## src/rtl/pdm_decimator.sv

```systemverilog
// Boxcar (sinc1) PDM decimator: counts ones over 2^WIDTH qualified bits.
// Optional input synchronizer enabled by PDM_DECIMATOR_SYNC_EN.
module pdm_decimator #(
  parameter int WIDTH = 8
) (
  input  logic             clk,
  input  logic             rst_n,
  input  logic             bit_in,
  input  logic             bit_en,
  input  logic             restart,
  output logic [WIDTH-1:0] out_data,
  output logic             out_valid,
  input  logic             out_ready,
  output logic             overrun,
  input  logic             ovr_clr
);

  logic             w_bit;
  logic             w_en;
  logic             w_wend;
  logic             w_load;
  logic             w_drop;
  logic [WIDTH:0]   w_sum;
  logic [WIDTH-1:0] w_sample;

  logic [WIDTH-1:0] r_cnt;
  logic [WIDTH:0]   r_acc;
  logic [WIDTH-1:0] r_data;
  logic             r_valid;
  logic             r_ovr;

`ifdef PDM_DECIMATOR_SYNC_EN
  logic [1:0] r_bin_sync;
  logic [1:0] r_ben_sync;

  always_ff @(posedge clk or negedge rst_n) begin
    if (!rst_n) begin
      r_bin_sync <= '0;
      r_ben_sync <= '0;
    end else begin
      r_bin_sync <= {r_bin_sync[0], bit_in};
      r_ben_sync <= {r_ben_sync[0], bit_en};
    end
  end

  assign w_bit = r_bin_sync[1];
  assign w_en  = r_ben_sync[1];
`else
  assign w_bit = bit_in;
  assign w_en  = bit_en;
`endif

  // restart discards the bit and suppresses a coincident window end
  assign w_wend = w_en && !restart && (r_cnt == {WIDTH{1'b1}});
  assign w_sum  = r_acc + {{WIDTH{1'b0}}, w_bit};

  // 2^WIDTH ones saturates to all-ones
  assign w_sample = w_sum[WIDTH] ? {WIDTH{1'b1}} : w_sum[WIDTH-1:0];

  assign w_load = w_wend && (!r_valid || out_ready);
  assign w_drop = w_wend && r_valid && !out_ready;

  always_ff @(posedge clk or negedge rst_n) begin
    if (!rst_n) begin
      r_cnt <= '0;
      r_acc <= '0;
    end else if (restart) begin
      r_cnt <= '0;
      r_acc <= '0;
    end else if (w_en) begin
      r_cnt <= r_cnt + 1'b1;
      r_acc <= w_wend ? '0 : w_sum;
    end
  end

  always_ff @(posedge clk or negedge rst_n) begin
    if (!rst_n) begin
      r_data  <= '0;
      r_valid <= 1'b0;
    end else if (w_load) begin
      r_data  <= w_sample;
      r_valid <= 1'b1;
    end else if (r_valid && out_ready) begin
      r_valid <= 1'b0;
    end
  end

  always_ff @(posedge clk or negedge rst_n) begin
    if (!rst_n) begin
      r_ovr <= 1'b0;
    end else if (w_drop) begin
      r_ovr <= 1'b1;
    end else if (ovr_clr) begin
      r_ovr <= 1'b0;
    end
  end

  assign out_data  = r_data;
  assign out_valid = r_valid;
  assign overrun   = r_ovr;

endmodule

```

## config.mk

```make
export PLATFORM = sky130hd
export DESIGN_NAME = pdm_decimator
export DESIGN_NICKNAME = d
export VERILOG_FILES = /design/src/rtl/pdm_decimator.sv
export SDC_FILE = /design/constraint.sdc
export NUM_CORES = 1
export LEC_CHECK = 0
export CAP_MARGIN = 20
export CORE_MARGIN = 2
export CORE_UTILIZATION = 48
export DETAILED_ROUTE_END_ITERATION = 12
export PLACE_DENSITY = 0.73
export SYNTH_ARGS = -nofsm -noshare
export SYNTH_HDL_FRONTEND = slang
export SYNTH_SLANG_ARGS = --single-unit
```

## constraint.sdc

```tcl
create_clock -name clk -period 1.7 [get_ports clk]
set_input_delay 0.255 -clock clk [delete_from_list [all_inputs] [get_ports clk]]
set_output_delay 0.255 -clock clk [all_outputs]
set_load 0.01 [all_outputs]
```

### After elaboration in Yosys (flattened, before gate mapping)

Index checks and enable logic that the tools add are counted.

| word-level totals | value |
|---|---|
| register bits | 27 |
| latch bits | 0 |
| RAM bits | 0 |
| ROM bits | 0 |
| input bits | 7 |
| output and inout port bits | 10 |
| word-level logic and storage cells | 31 |
| memories | 0 |

| operators by class | value |
|---|---|
| $add $sub $neg | 2 |
| $mul | 0 |
| div/mod/pow operators | 0 |
| $lt $le $gt $ge | 0 |
| eq/ne operators | 1 |
| shift-type cells | 0 |
| multiplexer cells | 10 |
| bitwise operators | 0 |
| reductions and logical operators | 13 |

Operators with widths:

| kind | count |
|---|---|
| 9-bit 2-to-1 mux | 3 |
| 8-bit 2-to-1 mux | 3 |
| 9-bit by 1-bit adder with 9-bit output | 1 |
| 8-bit by 1-bit adder with 8-bit output (second input constant) | 1 |
| 8-bit equality test (second input constant) | 1 |
| 1-bit logical AND | 6 |
| 2-bit nonzero test | 3 |
| 1-bit 2-to-1 mux | 4 |
| 1-bit logical NOT | 3 |
| 1-bit logical OR | 1 |

### Longest topological paths before layout

Gate-level depths: netlist of run 1.

| depth | value |
|---|---|
| word-level depth | 6 |
| mapped depth | 7 |
| depth with buffers taken out | 6 |

### Worst setup path after synthesis of run 1

OpenSTA, ideal clock, no wires.

| timing path | value |
|---|---|
| path kind | register to register |
| from | register r_acc[0] |
| to | register r_data[2], in the netlist out_data[2] |
| arrival | 1632 ps |
| required time | 1556 ps |
| setup slack | -77 ps |
| stages on the path, launching flop included | 7 |
| path buffers | 0 |
| clock period less this slack | 1777 ps |
| cell sequence | dfrtp_1 > ha_1 > ha_1 > and4_2 > nand4_1 > xor2_1 > a31oi_1 |

| between the ends | value |
|---|---|
| longest elaborated chain between the ends | 2 |

RTL lines:

| item | line | source |
|---|---|---|
| start: declaration | 27 | `logic [WIDTH:0] r_acc;` |
| start signal: assignment | 72 | `r_acc <= w_wend ? '0 : w_sum;` |
| 9-bit by 1-bit adder with 9-bit output | 55 | `assign w_sum = r_acc + {{WIDTH{1'b0}}, w_bit};` |
| 8-bit 2-to-1 mux | 58 | `assign w_sample = w_sum[WIDTH] ? {WIDTH{1'b1}} : w_sum[WIDTH-1:0];` |
| end signal: assignment | 81 | `r_data <= w_sample;` |
| end: declaration | 28 | `logic [WIDTH-1:0] r_data;` |

Every way passes these cells.
A chain may end at the register's enable or synchronous reset.

### Worst setup path after layout of run 1

| timing path | value |
|---|---|
| from | input port bit_in |
| to | register r_data[3], in the netlist out_data[3] |

| between the ends | value |
|---|---|
| longest elaborated chain between the ends | 2 |

RTL lines:

| item | line | source |
|---|---|---|
| start: declaration | 8 | `input logic bit_in,` |
| 9-bit by 1-bit adder with 9-bit output | 55 |  |
| 8-bit 2-to-1 mux | 58 |  |

Every way passes these cells.

==> results by group, run 1 <==
Die
  • I/O pin cnt: 17
  • Die area: 3240 µm²
  • Die H: 56.9 µm
  • Chip width: 56.9 µm
  • Core Box Area: 2710 µm²
  • FP Rows: 19
  • Starting Density: 49.5%

Synth
  • Synth Warn #: 0
  • Synth Cell Area: 1340 µm²
  • Post-Syn Instances: 135
  • Number of synthesized flops with an enable pin: 0
  • Yosys cell types: 29
  • Synthesis-stage register bit count: 27
  • Asr flop ratio synth: 100%
  • Top_reg_cell synth: dfrtp_1
  • Syn Nets: 145
  • Sequential area share after synthesis: 50.3%
  • Syn avg cell area: 9.94 µm²

CTS
  • Cts hold-fix bufs: 0
  • Clock buffer depth: 2
  • CTS root buffer: clkbuf_4
  • Worst-Skew Late Latency: 0.33 ns
  • Number of buffers created by CTS: 3
  • TritonCTS clock tree: yes
  • H-tree depth: 1
  • CTS clk-pin slew, worst paths: 0.15 ns
  • Clock sinks: 27

Worst setup path
  • Critical path class: in -> reg
  • Critical Path Source: bit_in
  • R2r startpoint: r_acc[0]
  • Worst R2R End: out_data[3]
  • R2r worst-path depth: 7
  • Worst setup EP type: flip-flop
  • WP data required: 1.96 ns
  • Critical path startpoint category: input port
  • Worst Path Max Fanout: 8
  • Reg-to-reg slack, setup: 0.01 ns
  • Critical Path Sink: out_data[3]
  • Critical Path AT: 1.95 ns

Route
  • Drt wl/cell: 14.3 µm
  • TritonRoute pass-1 iters: 5
  • Vias: 1,135
  • Vias/cell: 5.76
  • Drt initial violations: 49
  • Routed Antenna Nets: 0
  • Residual DRC: 0
  • Final wirelength: 2.81 mm

STA
  • Max-slew headroom at the worst pin: 76.0%
  • Hold Slack: 0.268 ns
  • Final setup fails: 0
  • Final min period: 1.69 ns
  • Clock Skew: 0.00579 ns
  • Max Freq: 0.592 GHz
  • Hold Vio Cnt, Final: 0
  • RSZ-0062 raised after global routing: true
  • Fin crit share: 99.4%
  • Slew Limit Fails: 0
  • Tightest Pin Transition: 0.359 ns

Flow run
  • Max-cap viol count: 0

Cells and area
  • N_diodes: 0
  • Fin nets: 177
  • Share of cells above drive strength 1: 18.1%
  • Fillers: 235
  • Final core utilization: 62.3%
  • Non-filler cells, final: 197
  • Final instance area: 1690 µm²
  • Area growth, synth to finish: 25.8%

Placed design
  • Placed cell areas: 1630 µm²
  • GPL Wtd Cong: 0.784
  • Port Buffer Count: 16
  • DP Cell Count: 192
  • Post-DP HPWL: 2.08 mm

Pwr
  • Pleak: 0.738 nW
  • Total chip power: 1.03 mW
  • Peak VDD IR: 424 µV
  • PwrDens: 612 nW/µm²

GRT
  • Antenna violations before repair: 0
  • Largest net degree at the start of global routing: 28
  • Grt ovf: 0
  • GRT Util Overall: 18.3%
  • Global-route wire length before repair: 4.54 mm
  • Vias in the first global route: 1,079

Min path
  • HP Class: in -> async

Run status
  • Run status: finished, final reports clean
[power breakdown]
part	switching [mW]	internal (mW)	leakage, nW
Clock	0.193	0.0884	0.0177
Sequential	0.00924	0.651	0.370
Combinational	0.0476	0.0439	0.351
[how the worst min path moves through the flow]
stage	from	endpoint	slack, ns	cells after the start
6_report	rst_n	r_acc[2]	0.27	2
5_1_grt	rst_n	r_acc[2]	0.30	2
4_1_cts	rst_n	r_acc[6]	0.28	2
3_5_place_dp	r_acc[0]	r_acc[0]	0.48	2
3_3_place_gp	r_acc[0]	r_acc[0]	0.49	2
2_1_floorplan	rst_n	out_data[0]	-0.04	0
[logic make-up (layout without fill, tap and decap cells)]
| logic type | after synthesis | count (layout) | synth area share (%) |
|---|---|---|---|
| AOI/OAI and AO/OA | 30 | 30 | 13.1 |
| buffers and inverters | 10 | 41 | 5.03 |
| muxes | 1 | 1 | 0.746 |
| adders and majority gates | 3 | 3 | 2.80 |
| DFF | 27 | 27 | 50.3 |
| and+or+nand+nor | 52 | 52 | 20.1 |
| xor gates and xnor gates | 12 | 12 | 7.83 |
[cells in the mapped netlist, drive strengths merged (2+ instances only)]
library cell / instances / area, µm²
dfrtp: 27 / 676
nor2: 15 / 56.3
nand2: 12 / 45.0
a31oi: 10 / 62.6
o21ai: 10 / 50.1
xor2: 8 / 70.1
a21oi: 6 / 30.0
nand4: 6 / 37.5
buf: 5 / 48.8
inv: 5 / 18.8
and4: 4 / 37.5
nand3: 4 / 20.0
xnor2: 4 / 35.0
ha: 3 / 37.5
nand2b: 3 / 18.8
and3: 2 / 13.8
or3: 2 / 12.5
[through the flow]
stage / setup slack [ns] / setup TNS (ns)
after CTS: 0.00244 / 0
final: 0.0104 / 0
after global placement: -0.289 / -3.18
after floorplan: 0.00575 / 0
after global routing: -0.0561 / -0.322
after detailed placement: -0.387 / -4.01
[sequential cells by signal, summed over array words and instances, names as in the netlist]
| register | cells |
|---|---|
| out_valid | 1 |
| overrun | 1 |
| out_data | 8 |
| r_acc | 9 |
| r_cnt | 8 |
[critical path, cell delays in order]
cell and delay, ns:
clkdlybuf4s50_1 0.47, ha_2 0.18, ha_1 0.16, and4_4 0.24, nand4_1 0.14, xor2_2 0.17
buf_4 0.17, a31oi_4 0.17
[final cells by class]
type | count | area [µm²] | share of cell area [%]
flip-flops and latches | 27 | 676 | 40.0
inverters | 5 | 18.8 | 1.11
multi-input cells | 98 | 636 | 37.6
well taps | 31 | 38.8 | 2.30
clock inverters | 1 | 5.00 | 0.296
repair buffers | 32 | 293 | 17.3
clock buffers | 3 | 22.5 | 1.33
[routing by layer]
| layer | global-route usage [%] | wire (µm) | vias to the layer above |
|---|---|---|---|
| met3 | 2.53 | 82 | 8 |
| met5 | 0 | 0 | - |
| met1 | 20.5 | 1200 | 556 |
| li1 | - | - | 543 |
| met4 | 9.97 | 68 | 0 |
| met2 | 33.0 | 1460 | 28 |
[placed cells by master (no fill, tap or decap), types with 2 or more instances in the layout]
cell type and n:
nand4_1 6, nand2b_1 3, nor2_1 15, xor2_1 7, and4_1 2, o21ai_0 10
buf_4 15, clkdlybuf4s50_1 16, dfrtp_1 27, inv_1 5, a31oi_1 9, or3_1 2
ha_1 2, xnor2_1 4, nand3_1 4, clkbuf_4 3, nand2_1 12, a21oi_1 6
[timing repair]
action                                  in CTS  in global routing
buffers inserted                             0                  1
pin swaps                                    1                  5
endpoints found under the setup margin       2                 10
gates resized for setup                      3                  3
Power figures use the tool's default switching activity.
==> inputs of run 2 (changes only) <==
--- a/config.mk
+++ b/config.mk
@@ -10,6 +10,7 @@
 export CORE_UTILIZATION = 48
 export DETAILED_ROUTE_END_ITERATION = 12
 export PLACE_DENSITY = 0.73
+export SKIP_CTS_REPAIR_TIMING = 1
 export SYNTH_ARGS = -nofsm -noshare
 export SYNTH_HDL_FRONTEND = slang
 export SYNTH_SLANG_ARGS = --single-unit
==> run 2 against run 1 <==
Net effect: clock skew unchanged; die area unchanged; non-clock buffer count did not move; sequential power about the same; clock power about the same; register-to-register slack barely moved; cell count stayed put; final area unchanged; flip-flop and latch count is the same; first-iteration DRC count unchanged; via count is the same; largest cell class unchanged; largest power group unchanged.
==> results by group, run 2 (synthesis gave the netlist of run 1 again) <==
Cells and area
  • Share of cells above drive strength 1: 18.1%
  • Fillers: 235
  • Most frequent cells in the layout: dfrtp_1, clkdlybuf4s50_1, nor2_1, buf_4, nand2_1
  • Most common cell after layout, fill and taps aside: dfrtp_1
  • Area growth, synth to finish: 25.8%
  • Non-filler cells, final: 197
  • Multi-input logic area: 636 µm²
  • Register area: 676 µm²
  • Largest Register: r_acc
  • Fin nets: 177
  • Max FFs per register: 9
  • N_diodes: 0

Placed design
  • Port Buffer Count: 16
  • GPL Wtd Cong: 0.784
  • Post-DP HPWL: 2.08 mm
  • DP Cell Count: 192

CTS
  • TritonCTS clock tree: yes
  • Number of buffers created by CTS: 3
  • Clock buffer depth: 2
  • Clock sinks: 27
  • H-tree depth: 1
  • CTS clk-pin slew, worst paths: 0.15 ns
  • CTS root buffer: clkbuf_4
  • Worst-Skew Late Latency: 0.33 ns

Die
  • Core Box Area: 2710 µm²
  • I/O pin cnt: 17
  • Chip width: 56.9 µm
  • Die area: 3240 µm²
  • FP Rows: 19
  • Die H: 56.9 µm
  • Starting Density: 49.5%

Route
  • Final wirelength: 2.81 mm
  • Vias: 1,135
  • Drt initial violations: 49
  • Drt wl/cell: 14.3 µm
  • Routed Antenna Nets: 0
  • TritonRoute pass-1 iters: 5
  • Residual DRC: 0
  • Vias/cell: 5.76

STA
  • Clock Skew: 0.00579 ns
  • Max-slew headroom at the worst pin: 76.0%
  • Setup TNS: 0 ns
  • RSZ-0062 raised after global routing: true
  • Tightest Pin Transition: 0.359 ns
  • Fin crit share: 99.4%
  • Final min period: 1.69 ns
  • Final setup fails: 0
  • Slew Limit Fails: 0
  • Max Freq: 0.592 GHz
  • Hold Vio Cnt, Final: 0

GRT
  • Vias in the first global route: 1,079
  • Grt ovf: 0
  • GRT Util Overall: 18.3%
  • Largest net degree at the start of global routing: 28
  • Global-route wire length before repair: 4.54 mm
  • Antenna violations before repair: 0

Worst setup path
  • Slowest stage cell, crit path: clkdlybuf4s50_1
  • R2r worst-path depth: 7
  • Worst-path cell chain: clkdlybuf4s50_1, ha_2, ha_1, and4_4, nand4_1, xor2_2, buf_4, a31oi_4
  • WP data required: 1.96 ns
  • R2r startpoint: r_acc[0]
  • Worst Path Max Fanout: 8
  • Worst R2R End: out_data[3]
  • Worst path max stage delay: 0.47 ns
  • Critical path class: in -> reg
  • Critical path startpoint category: input port
  • Critical Path AT: 1.95 ns
  • Reg-to-reg slack, setup: 0.01 ns
  • Worst setup EP type: flip-flop

Flow run
  • Max-cap viol count: 0

Run status
  • Run status: finished, final reports clean

Pwr
  • Pleak: 0.738 nW
  • PwrDens: 612 nW/µm²
  • Peak VDD IR: 424 µV

Min path
  • HP Class: in -> async
-- run 2: cell counts in the layout (fill, tap and decap cells not counted) --
No cell type changed its count.
-- run 2: per-stage QoR --
step	hold slack (ns)	util, %	worst slack, ns	cell area, µm²	total power [mW]
2_1_floorplan	-0.0406	-	0.00575	1350	0.714
3_3_place_gp	0.485	60.0	-0.289	1630	0.757
3_5_place_dp	0.483	60.0	-0.387	1630	0.762
4_1_cts	0.281	61.0	-0.0927	1650	1.03
5_1_grt	0.299	62.3	-0.0561	1690	1.07
6_report	0.268	62.3	0.0104	1690	1.03
-- run 2: worst max-delay path: cells and delay by family --
kind / cells / cell delay [ns]
and+or+nand+nor: 2 / 0.38
xor gates and xnor gates: 1 / 0.17
buffers and inverters: 2 / 0.64
adders and majority gates: 2 / 0.34
AOI/OAI and AO/OA: 1 / 0.17
-- run 2: where the power goes --
group          leakage [nW]  switching (mW)  internal (mW)
logic                 0.351          0.0476         0.0439
registers             0.370         0.00924          0.651
clock network        0.0177           0.193         0.0884
total                 0.738           0.250          0.784
-- run 2: layer usage --
layer | up-vias | GRT usage, % | wire length (µm)
met5 | - | 0 | 0
met4 | 0 | 9.97 | 68
met3 | 8 | 2.53 | 82
met2 | 28 | 33.0 | 1460
met1 | 556 | 20.5 | 1200
li1 | 543 | - | -
-- run 2: how the worst max path moves through the flow --
stage,from,end,slack (ns),cells after the start
6_report,bit_in,out_data[3],0.01,8
5_1_grt,r_acc[0],out_data[3],-0.06,7
4_1_cts,r_acc[0],out_data[6],-0.09,6
3_5_place_dp,bit_in,out_data[6],-0.39,7
3_3_place_gp,bit_in,out_data[1],-0.29,8
2_1_floorplan,r_acc[0],out_data[6],0.006,6
-- run 2: final cells by class --
class	instances	area share, %
clock buffers	3	1.33
clock inverters	1	0.296
inverters	5	1.11
multi-input cells	98	37.6
flip-flops and latches	27	40.0
well taps	31	2.30
repair buffers	32	17.3
